`src/rtl/cpuDefine_pkg.sv`:
```
// Shared CPU definitions: instruction word type, canonical NOP and the
// fetch-queue entry record {pc, instr, adef} passed from fetch to decode.
// No ports; imported by the fetch queue and its neighbours.
package cpuDefine;

    typedef logic [31:0] Instr;

    // andi r0,r0,0 -- presented to decode whenever nothing valid is queued
    localparam Instr NOP = 32'h0340_0000;

    typedef struct packed {
        logic [31:0] pc;
        Instr        instr;
        logic        adef;
    } FetchEntry;

endpackage

```
`src/rtl/inst_fetch_queue.sv`:
```
// Fetch-to-decode instruction queue: DEPTH-entry circular buffer of FetchEntry.
// Latency: one cycle push-to-out (no bypass); flush empties on the next edge.
// Backpressure: in_ready = (count < DEPTH) from registered state only; out_ready pops head.
// Ports: clk/rst (async active-high), in_* push side, out_* head entry, flush, count.
module inst_fetch_queue
    import cpuDefine::*;
#(
    parameter int DEPTH = 4
) (
    input  logic                     clk,
    input  logic                     rst,
    input  logic                     in_valid,
    output logic                     in_ready,
    input  logic [31:0]              in_pc,
    input  logic [31:0]              in_instr,
    input  logic                     in_adef,
    output logic                     out_valid,
    input  logic                     out_ready,
    output logic [31:0]              out_pc,
    output logic [31:0]              out_instr,
    output logic                     out_adef,
    input  logic                     flush,
    output logic [$clog2(DEPTH):0]   count
);

    localparam int PW = $clog2(DEPTH);
    localparam int CW = PW + 1;
    localparam logic [PW-1:0] PTR_ONE = 1;
    localparam logic [CW-1:0] CNT_ONE = 1;
    localparam logic [CW-1:0] CNT_FULL = CW'(DEPTH);

    // Storage is deliberately not reset; pointers and count define validity.
    FetchEntry mem [DEPTH];

    logic [PW-1:0] head_q, head_d;
    logic [PW-1:0] tail_q, tail_d;
    logic [CW-1:0] count_q, count_d;

    logic push;
    logic pop;
    FetchEntry in_ent;
    FetchEntry head_ent;

    assign in_ready  = (count_q < CNT_FULL);
    assign out_valid = (count_q != '0);
    assign count     = count_q;

    // Flush wins over both handshakes in the same cycle.
    assign push = in_valid && in_ready && !flush;
    assign pop  = out_valid && out_ready && !flush;

    assign in_ent = '{pc: in_pc, instr: in_instr, adef: in_adef};
    assign head_ent = mem[head_q];

    // Empty queue shows a harmless NOP so decode never sees stale storage.
    always_comb begin
        out_pc    = 32'h0;
        out_instr = NOP;
        out_adef  = 1'b0;
        if (out_valid) begin
            out_pc    = head_ent.pc;
            out_instr = head_ent.instr;
            out_adef  = head_ent.adef;
        end
    end

    always_comb begin
        head_d  = head_q;
        tail_d  = tail_q;
        count_d = count_q;
        if (flush) begin
            head_d  = '0;
            tail_d  = '0;
            count_d = '0;
        end else begin
            // Power-of-two depth: pointer overflow is the modulo wrap.
            if (push) tail_d = tail_q + PTR_ONE;
            if (pop)  head_d = head_q + PTR_ONE;
            case ({push, pop})
                2'b10:   count_d = count_q + CNT_ONE;
                2'b01:   count_d = count_q - CNT_ONE;
                default: count_d = count_q;
            endcase
        end
    end

    always_ff @(posedge clk or posedge rst) begin
        if (rst) begin
            head_q  <= '0;
            tail_q  <= '0;
            count_q <= '0;
        end else begin
            head_q  <= head_d;
            tail_q  <= tail_d;
            count_q <= count_d;
        end
    end

    always_ff @(posedge clk) begin
        if (push) begin
            mem[tail_q] <= in_ent;
        end
    end

endmodule

```
`config.mk`:
```
export PLATFORM = sky130hd
export DESIGN_NAME = inst_fetch_queue
export DESIGN_NICKNAME = d
export VERILOG_FILES = /design/src/rtl/cpuDefine_pkg.sv /design/src/rtl/inst_fetch_queue.sv
export SDC_FILE = /design/constraint.sdc
export NUM_CORES = 1
export LEC_CHECK = 0
export BUFFER_PORTS_ARGS = -buffer_cell sky130_fd_sc_hd__buf_2
export CAP_MARGIN = 40
export CORE_UTILIZATION = 33
export CTS_CLUSTER_SIZE = 10
export DETAILED_ROUTE_END_ITERATION = 10
export SLEW_MARGIN = 5
export SYNTH_ARGS = -nofsm -noshare
export SYNTH_HDL_FRONTEND = slang
export SYNTH_SLANG_ARGS = --single-unit
export TNS_END_PERCENT = 50
```
`constraint.sdc`:
```
create_clock -name clk -period 2.7 [get_ports clk]
set_input_delay 0.54 -clock clk [delete_from_list [all_inputs] [get_ports clk]]
set_output_delay 0.54 -clock clk [all_outputs]
set_load 0.01 [all_outputs]
```
# Word level (Yosys, flattened, before mapping)
# Memory sizes are Yosys's and may differ from the RTL's.
# Cells that the tools add are included.
[totals]
ff_bits = 7
ramBits = 260
input_bits = 70
out_inout_bits = 70
word_cells = 31
n_memories = 1
[op_classes]
addsub = 4
magnitude_cmp = 1
n_eq_ne = 2
n_mux = 11
reduce_logical = 9
[mem_list]
columns = ["memory", "words", "width", "read_ports", "rd_ports_with_merged_regs", "wr", "line_no", "rtl"]
rows = [
  ["mem", 4, 65, 1, 0, 1, "inst_fetch_queue.sv:33", "FetchEntry mem [DEPTH];"],
]
[ops]
columns = ["op", "count"]
rows = [
  ["$mux 32", 2],
  ["$mux 2", 4],
  ["$pmux 3 s2", 1],
  ["$reduce_bool 3->1", 2],
  ["$add 2x1->2 const B", 2],
  ["$logic_and 1x1->1", 4],
  ["$reduce_bool 2->1", 2],
  ["$add 3x1->3 const B", 1],
  ["$lt 3x3->1 const B", 1],
  ["$mux 1", 3],
  ["$mux 3", 1],
  ["$sub 3x1->3 const B", 1],
  ["$eq 2x1->1 const B", 1],
  ["$eq 2x2->1 const B", 1],
  ["$logic_not 1->1", 1],
]

# Depth between registers and ports, before layout
[logic_depth]
ltp_word = 6
ltp_mapped = 11
depth_no_buf = 9

# Worst setup path after synthesis
# OpenSTA, ideal clock, no wires.
[synth_timing]
path_kind = "register -> register"
from = "register count_q[2] (netlist: count[2])"
to = "memory mem[0][0] (netlist name) (enable)"
setup_time_ns = 0.430
arrival_time_ns = 2.469
t_required_ns = 2.270
slack_ns = -0.200
stages_incl_launch_ff = 5
n_path_buf = 1
synth_period_minus_slack_ns = 2.900
path_cell_list = "dfrtp_1 > clkbuf_1 > nand2b_1 > nor2_1 > and2_1"
[synth_via]
elab_chain_len = 5
[synth_lines]
columns = ["element", "line_no", "rtl"]
rows = [
  ["start: declaration", "inst_fetch_queue.sv:37", "logic [CW-1:0] count_q, count_d;"],
  ["start signal: assignment", "inst_fetch_queue.sv:95", "count_q <= count_d;"],
  ["$lt 3x3->1", "inst_fetch_queue.sv:44", "assign in_ready = (count_q < CNT_FULL);"],
  ["$logic_and 1x1->1 (2 in series)", "inst_fetch_queue.sv:49", "assign push = in_valid && in_ready && !flush;"],
  ["$mux 1", "inst_fetch_queue.sv:100", "if (push) begin"],
  ["$mux 1 (not written as such)", "inst_fetch_queue.sv:101", "mem[tail_q] <= in_ent;"],
  ["end: declaration", "inst_fetch_queue.sv:33", ""],
]
# No other way between the ends.

# Worst setup path after layout
[layout_timing]
from = "register head_q[0]"
to = "output port out_instr[0]"
[layout_via]
elab_chain_len = 2
[layout_lines]
columns = ["element", "line_no", "rtl"]
rows = [
  ["start: declaration", "inst_fetch_queue.sv:35", "logic [PW-1:0] head_q, head_d;"],
  ["start signal: assignment", "inst_fetch_queue.sv:89", "head_q <= '0;"],
  ["start signal: assignment", "inst_fetch_queue.sv:93", "head_q <= head_d;"],
  ["$mem_v2 4x65", "-", ""],
  ["$mux 32", "inst_fetch_queue.sv:60", "if (out_valid) begin"],
  ["end: declaration", "inst_fetch_queue.sv:20", "output logic [31:0] out_instr,"],
]
# No other way between the ends.

==> summary.md <==
| Metric | Value |
|---|---|
| Detailed Routing Iterations Pass 1 | `7` |
| Util after Layout | `a little over two fifths` |
| Met2 usage | `roughly 23%` |
| CTS Buf Count | `31` |
| Ant diodes | `0` |
| Detail Placement HPWL | `about 12,000 µm` |
| Primary FF master, synth | `edfxtp_1` |
| Most frequent cells in the layout | `edfxtp_1 (260), buf_2 (97), mux4_2 (65)` |
| Failing checks | `design-rule violations, negative setup slack` |
| First-pass GRT wire length | `32,860 µm` |
| Deepest clock path buffer count | `3` |
| Die ar. | `0.03210 mm²` |
| Pwr Density | `just under 800 mW/mm²` |
| Overall routed net length | `22,020 µm` |
| Register bit total from synthesis | `around 270` |
| Largest net degree at the start of global routing | `49` |
| Reg clk slew, reported paths | `0.06 ns` |
| Gr busiest metal | `met2` |
| Cell area after layout | `around 0.013 mm²` |
| CP bufs+invs | `4` |
| Dpl ws | `approximately 0.35 ns` |
| GRT met1 Usage | `approximately a fifth` |
| EDFF count, synth | `260` |
| Clock latency on the worst-skew pair | `roughly 0.55 ns` |
| Post-route ant nets | `0` |
| # rows | `between 60 and 70` |
| Cell seen most often among critical-path stages | `buf_12` |
| Mapped Area | `0.01036 mm²` |
| Final setup viols | `29` |
| DRC Markers | `18` |
| Ys async rst share | `2.622%` |
| Net Count, Synth | `around 550` |
| Seq/Total Area, Yosys | `77.06%` |
| Clock Root Buffer | `clkbuf_16` |
| DP Area | `~0.012 mm²` |
| Crit end category | `output port` |
| Synth area leader | `edfxtp_1` |
| Share of cells above drive strength 1 | `between 40% and 50%` |
| Clock period minus worst slack | `between 2 and 3 ns` |
| Slew HR | `68.09%` |
| Area delta synth->final | `27.94%` |
| Synth unique cells | `27` |
| # H-tree levels | `1` |
| Hold Crit Depth | `1` |
| Tcrit/Tclk final | `101.5%` |
| Starting density of the core | `between 30 and 40%` |
| Slowest CP cell | `dfrtp_4` |
| Routed WL per cell | `between 20 and 25 µm` |
| Max-cap violations | `0` |
| Grt total ovfl | `0` |
| Port bufs | `roughly 140` |
| Vias/cell | `between 4 and 5` |
| Filler instances | `~2.7k` |
| Gr usage total | `roughly 14%` |
| Initial antenna violation count | `0` |
| Delay-heaviest family, CP | `buffers and inverters` |
| Crit-path cells | `buf_12 > buf_12 > buf_16 > mux4_2 > and2_1 > buf_2` |
| Vias | `~5.1k` |
| Top cell type's share of synthesized area | `approximately three quarters` |
| Worst EP required | `between 2 and 2.5 ns` |
| Core area | `approximately 0.03 mm²` |
| CTS tree | `yes` |
| Setup Crit Path Kind | `flip-flop to output port` |
| Net count, final | `729` |
| Final hold vios | `0` |
| Vias in the first global route | `about 5.5k` |
| RSZ-0062 raised after global routing | `yes` |
| Pleak | `between 4 and 5 nW` |
| Crit path max fanout | `8` |
| Final worst slack | `-0.04045 ns` |
| Ys Warns | `0` |
| Worst Setup Start Kind | `flip-flop` |
| Status | `complete, but fails checks` |
| Least-Margin Pin Slew | `~0.48 ns` |
| Fin. max-slew vios | `0` |
| Fmax | `0.3649 GHz` |
| RD Place Congestion | `0.6998` |
| IO Pins | `140` |
| CTS sink count | `267` |
| Die Wd | `roughly 180 µm` |
| Avg Cell Area, Syn | `21.76 µm²` |
| Clock skew | `approximately 0.010 ns` |
| Top cells by area, synth | `edfxtp_1 (75%), mux4_2 (14%), and2_1 (4.0%)` |
| DR iter-0 viols | `between 200 and 300` |
| Worst r2r path cells | `9` |
| Chip height | `between 150 and 200 µm` |
| CP Depth | `6` |
| Peak VDD IR | `roughly 520 µV` |
| GR Layer Usage met3 | `roughly 2.6%` |
| Synth Instances | `476` |
| Hold Path Class | `input port to flip-flop` |
| Commonest non-fill, non-tap cell in the layout | `edfxtp_1` |
| Largest stage delay, worst path | `around 0.50 ns` |
| Arrival @ worst endpoint | `around 2.2 ns` |
repair_timing:
| action | CTS | global route |
|---|---|---|
| endpoints found under the setup margin | 64 | 63 |
| resized for setup | 63 | 46 |
| cloned | 6 | 1 |
| hold endpoints to repair | 7 | 0 |
| hold buffers | 1 | 0 |
| buffers inserted | 9 | 0 |
| pin swaps | 2 | 0 |
per-layer routing:
layer	vias to the layer above	part of all wire, %
met4	0	1.9
met2	132	48
li1	2266	-
met3	30	5.6
met1	2693	44
met5	-	0
registers in the layout, summed over array words and instances, names as in the netlist:
register	count
count	3
head_q	2
tail_q	2
mem	260
final cells by class:
type | instances | area [µm²] | share of cell area, %
sequential | 267 | 7993 | 60.31
inverter | 5 | 18.77 | 0.1416
timing repair buffer | 171 | 1535 | 11.58
clock inverter | 3 | 68.82 | 0.5193
clock buffer | 42 | 827.0 | 6.241
tap | 396 | 495.5 | 3.739
multi-input combinational | 178 | 2315 | 17.47
path summary, 6_finish.rpt:
kind	endpoint	startpoint	slack, ns
min	mem[2][21]	in_instr[20]	0.21
min in group asynchronous	count[2]	rst	0.49
min reg2reg	tail_q[1]	tail_q[1]	0.60
max reg2reg	count[2]	count[0]	0.61
max	out_instr[0]	head_q[0]	-0.04
max in group asynchronous	head_q[0]	rst	1.93
kinds of logic (layout without fill, tap and decap cells):
group | after synthesis | in the layout | share of synthesized area, %
AND/OR/NAND/NOR | 91 | 91 | 5.121
AO/OA/AOI/OAI | 12 | 12 | 0.6401
buffers and inverters | 31 | 221 | 1.933
adder cells (fa/ha/maj) | 5 | 5 | 0.6764
multiplexers | 66 | 66 | 14.23
XOR/XNOR | 4 | 4 | 0.3383
flip-flops | 267 | 267 | 77.06
stage by stage:
| stage | setup TNS [ns] | total power [mW] | std cells | hold WS (ns) |
|---|---|---|---|---|
| 2_1_floorplan | -25.87 | 5.591 | 476 | 0.3434 |
| 3_3_place_gp | 0 | 6.025 | 1000 | 0.5077 |
| 3_5_place_dp | 0 | 6.059 | 1000 | 0.5183 |
| 4_1_cts | -2.263 | 10.24 | 1061 | 0.1735 |
| 5_1_grt | -3.565 | 10.64 | 1062 | 0.1782 |
| 6_report | -0.4535 | 10.24 | 1062 | 0.2071 |
power breakdown:
| part | internal [mW] | leakage, nW | switching, mW |
|---|---|---|---|
| combinational | 0.985 | 1.67 | 0.762 |
| sequential | 4.68 | 2.45 | 0.0458 |
| clock | 2.28 | 0.434 | 1.48 |
worst reg2reg max path, delay by kind of cell (launching register included):
kind	cells	cell delay, ns
buf+inv	1	0.08
fa+ha+maj	1	0.40
compound gates	2	0.23
simple gates	5	0.83
flops	1	0.49
cell usage after synthesis, types with 2 or more instances:
master	count
dfrtp_1	7
or2_1	3
nor2_1	5
nand3_1	3
nor3_1	2
clkbuf_1	11
xor2_1	3
buf_12	4
nand2b_1	2
buf_2	9
and2_1	66
inv_1	5
ha_1	4
o21ai_0	5
nand2_1	8
mux4_2	65
edfxtp_1	260
a21oi_1	5
Note: power is estimated with default switching activity, not from simulation.
